File: config.mk
export PLATFORM = sky130hd
export DESIGN_NAME = vga_timing_ctrl
export DESIGN_NICKNAME = d
export VERILOG_FILES = /design/src/rtl/vga_timing_pkg.sv /design/src/rtl/vga_axis_counter.sv /design/src/rtl/vga_timing_ctrl.sv
export SDC_FILE = /design/constraint.sdc
export NUM_CORES = 1
export LEC_CHECK = 0
export BUFFER_PORTS_ARGS = -buffer_cell sky130_fd_sc_hd__buf_2
export CORE_MARGIN = 4
export CORE_UTILIZATION = 30
export CTS_BUF_LIST = sky130_fd_sc_hd__clkbuf_4
export DETAILED_ROUTE_END_ITERATION = 7
export PLACE_DENSITY = 0.49
export SYNTH_ARGS = -nofsm -noshare
export SYNTH_HDL_FRONTEND = slang
export SYNTH_SLANG_ARGS = --single-unit
File: constraint.sdc
create_clock -name iVGA_CLK -period 7.1 [get_ports iVGA_CLK]
set_input_delay 1.42 -clock iVGA_CLK [delete_from_list [all_inputs] [get_ports iVGA_CLK]]
set_output_delay 1.42 -clock iVGA_CLK [all_outputs]
set_load 0.02 [all_outputs]
File: src/rtl/vga_timing_pkg.sv
// Shared VGA raster definitions: default 640x480@60 timing, axis phase encoding
// and the sync/blank bundle carried down the pin-alignment pipeline.
package vga_timing_pkg;

  localparam int unsigned CNT_W = 10;

  localparam int unsigned H_SYNC_DEF  = 96;
  localparam int unsigned H_BACK_DEF  = 48;
  localparam int unsigned H_ACT_DEF   = 640;
  localparam int unsigned H_FRONT_DEF = 16;
  localparam int unsigned V_SYNC_DEF  = 2;
  localparam int unsigned V_BACK_DEF  = 33;
  localparam int unsigned V_ACT_DEF   = 480;
  localparam int unsigned V_FRONT_DEF = 10;

  typedef enum logic [1:0] {PH_SYNC, PH_BACK, PH_ACT, PH_FRONT} phase_e;

  typedef struct packed {
    logic hs_n;
    logic vs_n;
    logic blank_n;
    logic frame_start;
  } ctl_t;

  localparam ctl_t CTL_IDLE = '{hs_n: 1'b1, vs_n: 1'b1, blank_n: 1'b0, frame_start: 1'b0};

  // Total length of one axis (HT for horizontal, VT for vertical).
  function automatic int unsigned axis_total(input int unsigned sync, input int unsigned back,
                                             input int unsigned act, input int unsigned front);
    return sync + back + act + front;
  endfunction

endpackage

File: src/rtl/vga_axis_counter.sv
// One raster axis: position counter plus phase FSM, advancing when adv_i is high.
//   state    | meaning
//   PH_SYNC  | sync pulse asserted, count 0..SYNC-1
//   PH_BACK  | back porch
//   PH_ACT   | visible pixels / lines
//   PH_FRONT | front porch, leaves on wrap
module vga_axis_counter
  import vga_timing_pkg::*;
#(
  parameter int unsigned SYNC  = H_SYNC_DEF,
  parameter int unsigned BACK  = H_BACK_DEF,
  parameter int unsigned ACT   = H_ACT_DEF,
  parameter int unsigned FRONT = H_FRONT_DEF
) (
  input  logic             clk_i,
  input  logic             rst_n_i,
  input  logic             adv_i,
  output logic [CNT_W-1:0] count_o,
  output phase_e           phase_o,
  output logic             wrap_o,
  output logic [CNT_W-1:0] coord_o
);

  localparam int unsigned TOTAL = axis_total(SYNC, BACK, ACT, FRONT);
  localparam logic [CNT_W-1:0] LAST    = CNT_W'(TOTAL - 1);
  localparam logic [CNT_W-1:0] B_START = CNT_W'(SYNC);
  localparam logic [CNT_W-1:0] A_START = CNT_W'(SYNC + BACK);
  localparam logic [CNT_W-1:0] F_START = CNT_W'(SYNC + BACK + ACT);

  logic [CNT_W-1:0] cnt_q, cnt_d;
  phase_e           phase_q, phase_d;
  logic             wrap;

  assign wrap  = adv_i && (cnt_q == LAST);
  assign cnt_d = !adv_i ? cnt_q : (wrap ? '0 : cnt_q + CNT_W'(1));

  always_ff @(posedge clk_i or negedge rst_n_i) begin
    if (!rst_n_i) begin
      cnt_q   <= '0;
      phase_q <= PH_SYNC;
    end else begin
      cnt_q   <= cnt_d;
      phase_q <= phase_d;
    end
  end

  // Transitions look at the next count so the phase always matches the count it sits beside.
  always_comb begin
    phase_d = phase_q;
    if (adv_i) begin
      case (phase_q)
        PH_SYNC:  if (cnt_d == B_START) phase_d = PH_BACK;
        PH_BACK:  if (cnt_d == A_START) phase_d = PH_ACT;
        PH_ACT:   if (cnt_d == F_START) phase_d = PH_FRONT;
        PH_FRONT: if (wrap)             phase_d = PH_SYNC;
        default:                        phase_d = PH_SYNC;
      endcase
    end
  end

  assign count_o = cnt_q;
  assign phase_o = phase_q;
  assign wrap_o  = wrap;
  assign coord_o = (phase_q == PH_ACT) ? cnt_q - A_START : '0;

endmodule

File: src/rtl/vga_timing_ctrl.sv
// VGA raster generator and pin driver: requests pixels from a registered source and
// aligns the returned colour with sync/blank on the DAC pins.
module vga_timing_ctrl
  import vga_timing_pkg::*;
#(
  parameter int unsigned H_SYNC      = H_SYNC_DEF,
  parameter int unsigned H_BACK      = H_BACK_DEF,
  parameter int unsigned H_ACT       = H_ACT_DEF,
  parameter int unsigned H_FRONT     = H_FRONT_DEF,
  parameter int unsigned V_SYNC      = V_SYNC_DEF,
  parameter int unsigned V_BACK      = V_BACK_DEF,
  parameter int unsigned V_ACT       = V_ACT_DEF,
  parameter int unsigned V_FRONT     = V_FRONT_DEF,
  parameter int unsigned PIX_LATENCY = 1
) (
  input  logic       iVGA_CLK,
  input  logic       iRST_n,
  input  logic [9:0] iRed,
  input  logic [9:0] iGreen,
  input  logic [9:0] iBlue,
  output logic [9:0] oCoord_X,
  output logic [9:0] oCoord_Y,
  output logic       oRequest,
  output logic [9:0] oVGA_R,
  output logic [9:0] oVGA_G,
  output logic [9:0] oVGA_B,
  output logic       oVGA_HS,
  output logic       oVGA_VS,
  output logic       oVGA_BLANK_n,
  output logic       oFrame_start
);

  localparam int unsigned DLY = PIX_LATENCY + 2;

  logic [CNT_W-1:0] h_cnt, v_cnt, h_coord, v_coord;
  phase_e           h_phase, v_phase;
  logic             h_wrap;
  logic             v_wrap_unused;  // frame boundary is taken from the counts instead

  vga_axis_counter #(.SYNC(H_SYNC), .BACK(H_BACK), .ACT(H_ACT), .FRONT(H_FRONT)) u_h_axis (
    .clk_i   (iVGA_CLK),
    .rst_n_i (iRST_n),
    .adv_i   (1'b1),
    .count_o (h_cnt),
    .phase_o (h_phase),
    .wrap_o  (h_wrap),
    .coord_o (h_coord)
  );

  vga_axis_counter #(.SYNC(V_SYNC), .BACK(V_BACK), .ACT(V_ACT), .FRONT(V_FRONT)) u_v_axis (
    .clk_i   (iVGA_CLK),
    .rst_n_i (iRST_n),
    .adv_i   (h_wrap),
    .count_o (v_cnt),
    .phase_o (v_phase),
    .wrap_o  (v_wrap_unused),
    .coord_o (v_coord)
  );

  ctl_t        ctl_now;
  ctl_t        ctl_q [DLY];
  logic        req_q, req_d;
  logic [9:0]  x_q, x_d, y_q, y_d;
  logic [29:0] rgb_q, rgb_d;

  // Colour is captured one stage before the pins, so it is gated by the blank bit of that stage.
  always_comb begin
    ctl_now.hs_n        = (h_phase != PH_SYNC);
    ctl_now.vs_n        = (v_phase != PH_SYNC);
    ctl_now.blank_n     = (h_phase == PH_ACT) && (v_phase == PH_ACT);
    ctl_now.frame_start = (h_cnt == '0) && (v_cnt == '0);
    req_d = ctl_now.blank_n;
    x_d   = req_d ? h_coord : '0;
    y_d   = req_d ? v_coord : '0;
    rgb_d = ctl_q[PIX_LATENCY].blank_n ? {iRed, iGreen, iBlue} : '0;
  end

  always_ff @(posedge iVGA_CLK or negedge iRST_n) begin
    if (!iRST_n) begin
      req_q <= 1'b0;
      x_q   <= '0;
      y_q   <= '0;
      rgb_q <= '0;
      for (int i = 0; i < DLY; i++) ctl_q[i] <= CTL_IDLE;
    end else begin
      req_q    <= req_d;
      x_q      <= x_d;
      y_q      <= y_d;
      rgb_q    <= rgb_d;
      ctl_q[0] <= ctl_now;
      for (int i = 1; i < DLY; i++) ctl_q[i] <= ctl_q[i-1];
    end
  end

  assign oRequest     = req_q;
  assign oCoord_X     = x_q;
  assign oCoord_Y     = y_q;
  assign oVGA_R       = rgb_q[29:20];
  assign oVGA_G       = rgb_q[19:10];
  assign oVGA_B       = rgb_q[9:0];
  assign oVGA_HS      = ctl_q[DLY-1].hs_n;
  assign oVGA_VS      = ctl_q[DLY-1].vs_n;
  assign oVGA_BLANK_n = ctl_q[DLY-1].blank_n;
  assign oFrame_start = ctl_q[DLY-1].frame_start;

endmodule

==> reports/metrics.yaml <==
status: "complete, no violations"
seq_area_frac_synth_pct: 55.9
post_drt_wl_per_cell_um: 14.1
synth_nets: 383
r2r_start: "u_h_axis.count_o[5]"
hp-start: "ctl_q[6]"
rsz0062_at_grt: "no"
clk_latency_ps: 440
vias_per_cell: 4.45
finClkSkew_ps: 14.5
io_pins: 87
fin_crit_ps: 2850
antenna_left: 0
worstHoldPathCells: 0
dp.cells: 578
area_growth_pct: 18.1
synthCells: 335
ys_warn_count: 0
r2r_cells: 10
final-max-slew-violation-count: 0
pre_cts_ws_ps: 4270
grt_use_total_pct: 11.8
hold_slack_ps: 366
rrSetupSlack_ps: 4250
multi_input_area_um2: 1560
async_reset_ff_share_pct: 100
cts_setup_buffers: 0
slowest_stage: "dfrtp_1"
drv_cap: 0
hold_path.class: "reg -> reg"
ctsResizeCount: 0
num_rows: 41
cts_tree: "built"
path_delay_family: "simple AND/OR/NAND/NOR gates"
fin_crit_sh_pct: 40.1
holdPathEnd: "oVGA_VS"
dieArea_um2: 14800
cp_cell_sequence: "inv_1, ha_1, nand4_1, nor4_1, xor2_1, nand3b_4, nor4_4, nand2_1, a21oi_2, mux2_4"
powerDensity_nw_per_um2: 175
regToRegEndpoint: "u_v_axis.phase_o[1]"
start_kind: "flip-flop"
grt_max_degree: 85
die_y_um: 122
cp_max_fo: 7
coreArea_um2: 12600
start_util_pct: 30.6
max_slew.worst_pin.slew_ps: 1060
first_pass_iters: 4
die_w_um: 122
regArea_um2: 2160
setup_slack_ps: 4250
ctsHoldBuffers: 0
cpPeakStageDelay_ps: 460
arrival_ps: 3190
p_total_uw: 797
htreeDepth: 3
path_clk_slew_ps: 150
drive_gt1_share_pct: 31.6
finalInstanceArea_um2: 4570
grt_antenna_before_repair: 0
endpoint_kind: "flip-flop"
drt-total-wl_mm: 8.37
globalRouteOverflowTotal: 0
drc_errors: 0
cts_num_sinks: 86
drt_iter0_drc: 187
placed_area_um2: 4430
dp_hpwl_mm: 5.89
crit_buf_inv: 1
syn_area_per_cell_um2: 11.5
ir_drop_v: 0.0000490
grt_pass1_wl_mm: 13.8
grt_pass1_vias: 2640
final_nets: 465
syn_area_um2: 3860
vias: 2636
cp.required_ps: 7440
ys_seq_elements: 86
cts_buffers: 9
clockBufferDepth: 2
p_leak_nw: 2.40
hold_viol: 0
synth-edff-count: 0
yosys.cell_types.count: 60
max_freq_mhz: 351
layout.cells.non_filler: 593
tns_ps: 0
cts_root_buf: "clkbuf_4"
maxSlewHeadroom_pct: 29.3
synth_top_flop_cell: "dfrtp_1"
setup_violations: 0
critical_path_class: "reg -> reg"
gp_congestion: 0.809
fillCellCount: 1302
port-buffer-count: 86
post-route-util_pct: 36.2
antennaDiodeCount: 0
==> layer usage <==
metal | vias to the layer above | global-route usage [%] | share of wire (%)
met2 | 98 | 17.3 | 42
li1 | 1300 | - | -
met1 | 1228 | 16.8 | 48
met5 | - | 0 | 0
met3 | 10 | 3.36 | 8.5
met4 | 0 | 3.99 | 1.2
==> logic make-up (layout without fill, tap and decap cells) <==
family | count (synthesis) | after routing | share of synthesized area [%]
adders and majority gates | 16 | 16 | 5.18
buffers and inverters | 31 | 117 | 3.85
and+or+nand+nor | 138 | 138 | 21.8
DFF | 86 | 86 | 55.9
xor gates and xnor gates | 14 | 14 | 3.17
AOI/OAI and AO/OA | 46 | 46 | 8.68
muxes | 4 | 4 | 1.42
==> power breakdown <==
part / leakage [nW] / switching, mW / internal, mW
clock: 0.0650 / 0.182 / 0.108
sequential: 1.17 / 0 / 0.490
combinational: 1.17 / 0.0111 / 0.00632
==> Yosys cell counts (6+ instances only) <==
cell	number	area, µm²
a21oi_1	8	40.0
and2_1	33	206
clkbuf_1	7	26.3
dfrtp_1	80	2000
dfstp_2	6	158
ha_1	16	200
inv_1	15	56.3
nand2_1	22	82.6
nand3_1	9	45.0
nor2_1	25	93.8
nor3_1	10	50.1
o21ai_0	8	40.0
xor2_1	9	78.8
==> worst max-delay path by stage <==
stage | from | end | slack (ps) | cells past startpoint
after floorplan | u_h_axis.count_o[5] | u_v_axis.phase_o[1] | 4560 | 10
after global placement | u_h_axis.count_o[5] | u_v_axis.phase_o[1] | 4290 | 10
after detailed placement | u_h_axis.count_o[5] | u_v_axis.phase_o[1] | 4270 | 10
after CTS | u_h_axis.count_o[5] | u_v_axis.phase_o[1] | 4230 | 10
after global routing | u_h_axis.count_o[5] | u_v_axis.phase_o[1] | 4040 | 10
final | u_h_axis.count_o[5] | u_v_axis.phase_o[1] | 4250 | 10
==> layout make-up <==
cell class                      instances  share of cell area, %
Clock inverter                          6                   1.53
Multi-Input combinational cell        218                   34.1
Clock buffer                            9                   1.48
Sequential cell                        86                   47.3
Inverter                               15                   1.23
Tap cell                              172                   4.71
Timing Repair Buffer                   87                   9.65
==> worst reg2reg max path: stages (launching register included) <==
cell and delay (ps):
dfrtp_1 460, inv_1 120, ha_1 280, nand4_1 180, nor4_1 430, xor2_1 140
nand3b_4 190, nor4_4 310, nand2_1 120, a21oi_2 190, mux2_4 310
==> cell usage in the layout, fill, tap and decap left out, types with 5 or more instances in the layout <==
master	n
a21oi_1	8
and2_1	33
and3_1	5
buf_2	85
clkbuf_4	9
dfrtp_1	80
dfstp_2	6
ha_1	16
inv_1	15
nand2_1	22
nand3_1	9
nand4_1	5
nor2_1	25
nor3_1	10
nor4_1	5
o21ai_0	8
o21ai_1	5
xnor2_1	5
xor2_1	9
==> sequential cells by signal, indices dropped and copies added (netlist names) <==
| signal | cells |
|---|---|
| oVGA_BLANK_n | 1 |
| rgb_q | 30 |
| ctl_q | 7 |
| oVGA_HS | 1 |
| oVGA_VS | 1 |
| u_v_axis.count_o | 10 |
| u_h_axis.count_o | 10 |
| oRequest | 1 |
| oCoord_Y | 10 |
| oFrame_start | 1 |
| oCoord_X | 10 |
| u_h_axis.phase_o | 2 |
| u_v_axis.phase_o | 2 |
Note: power is estimated with default switching activity, not from simulation.
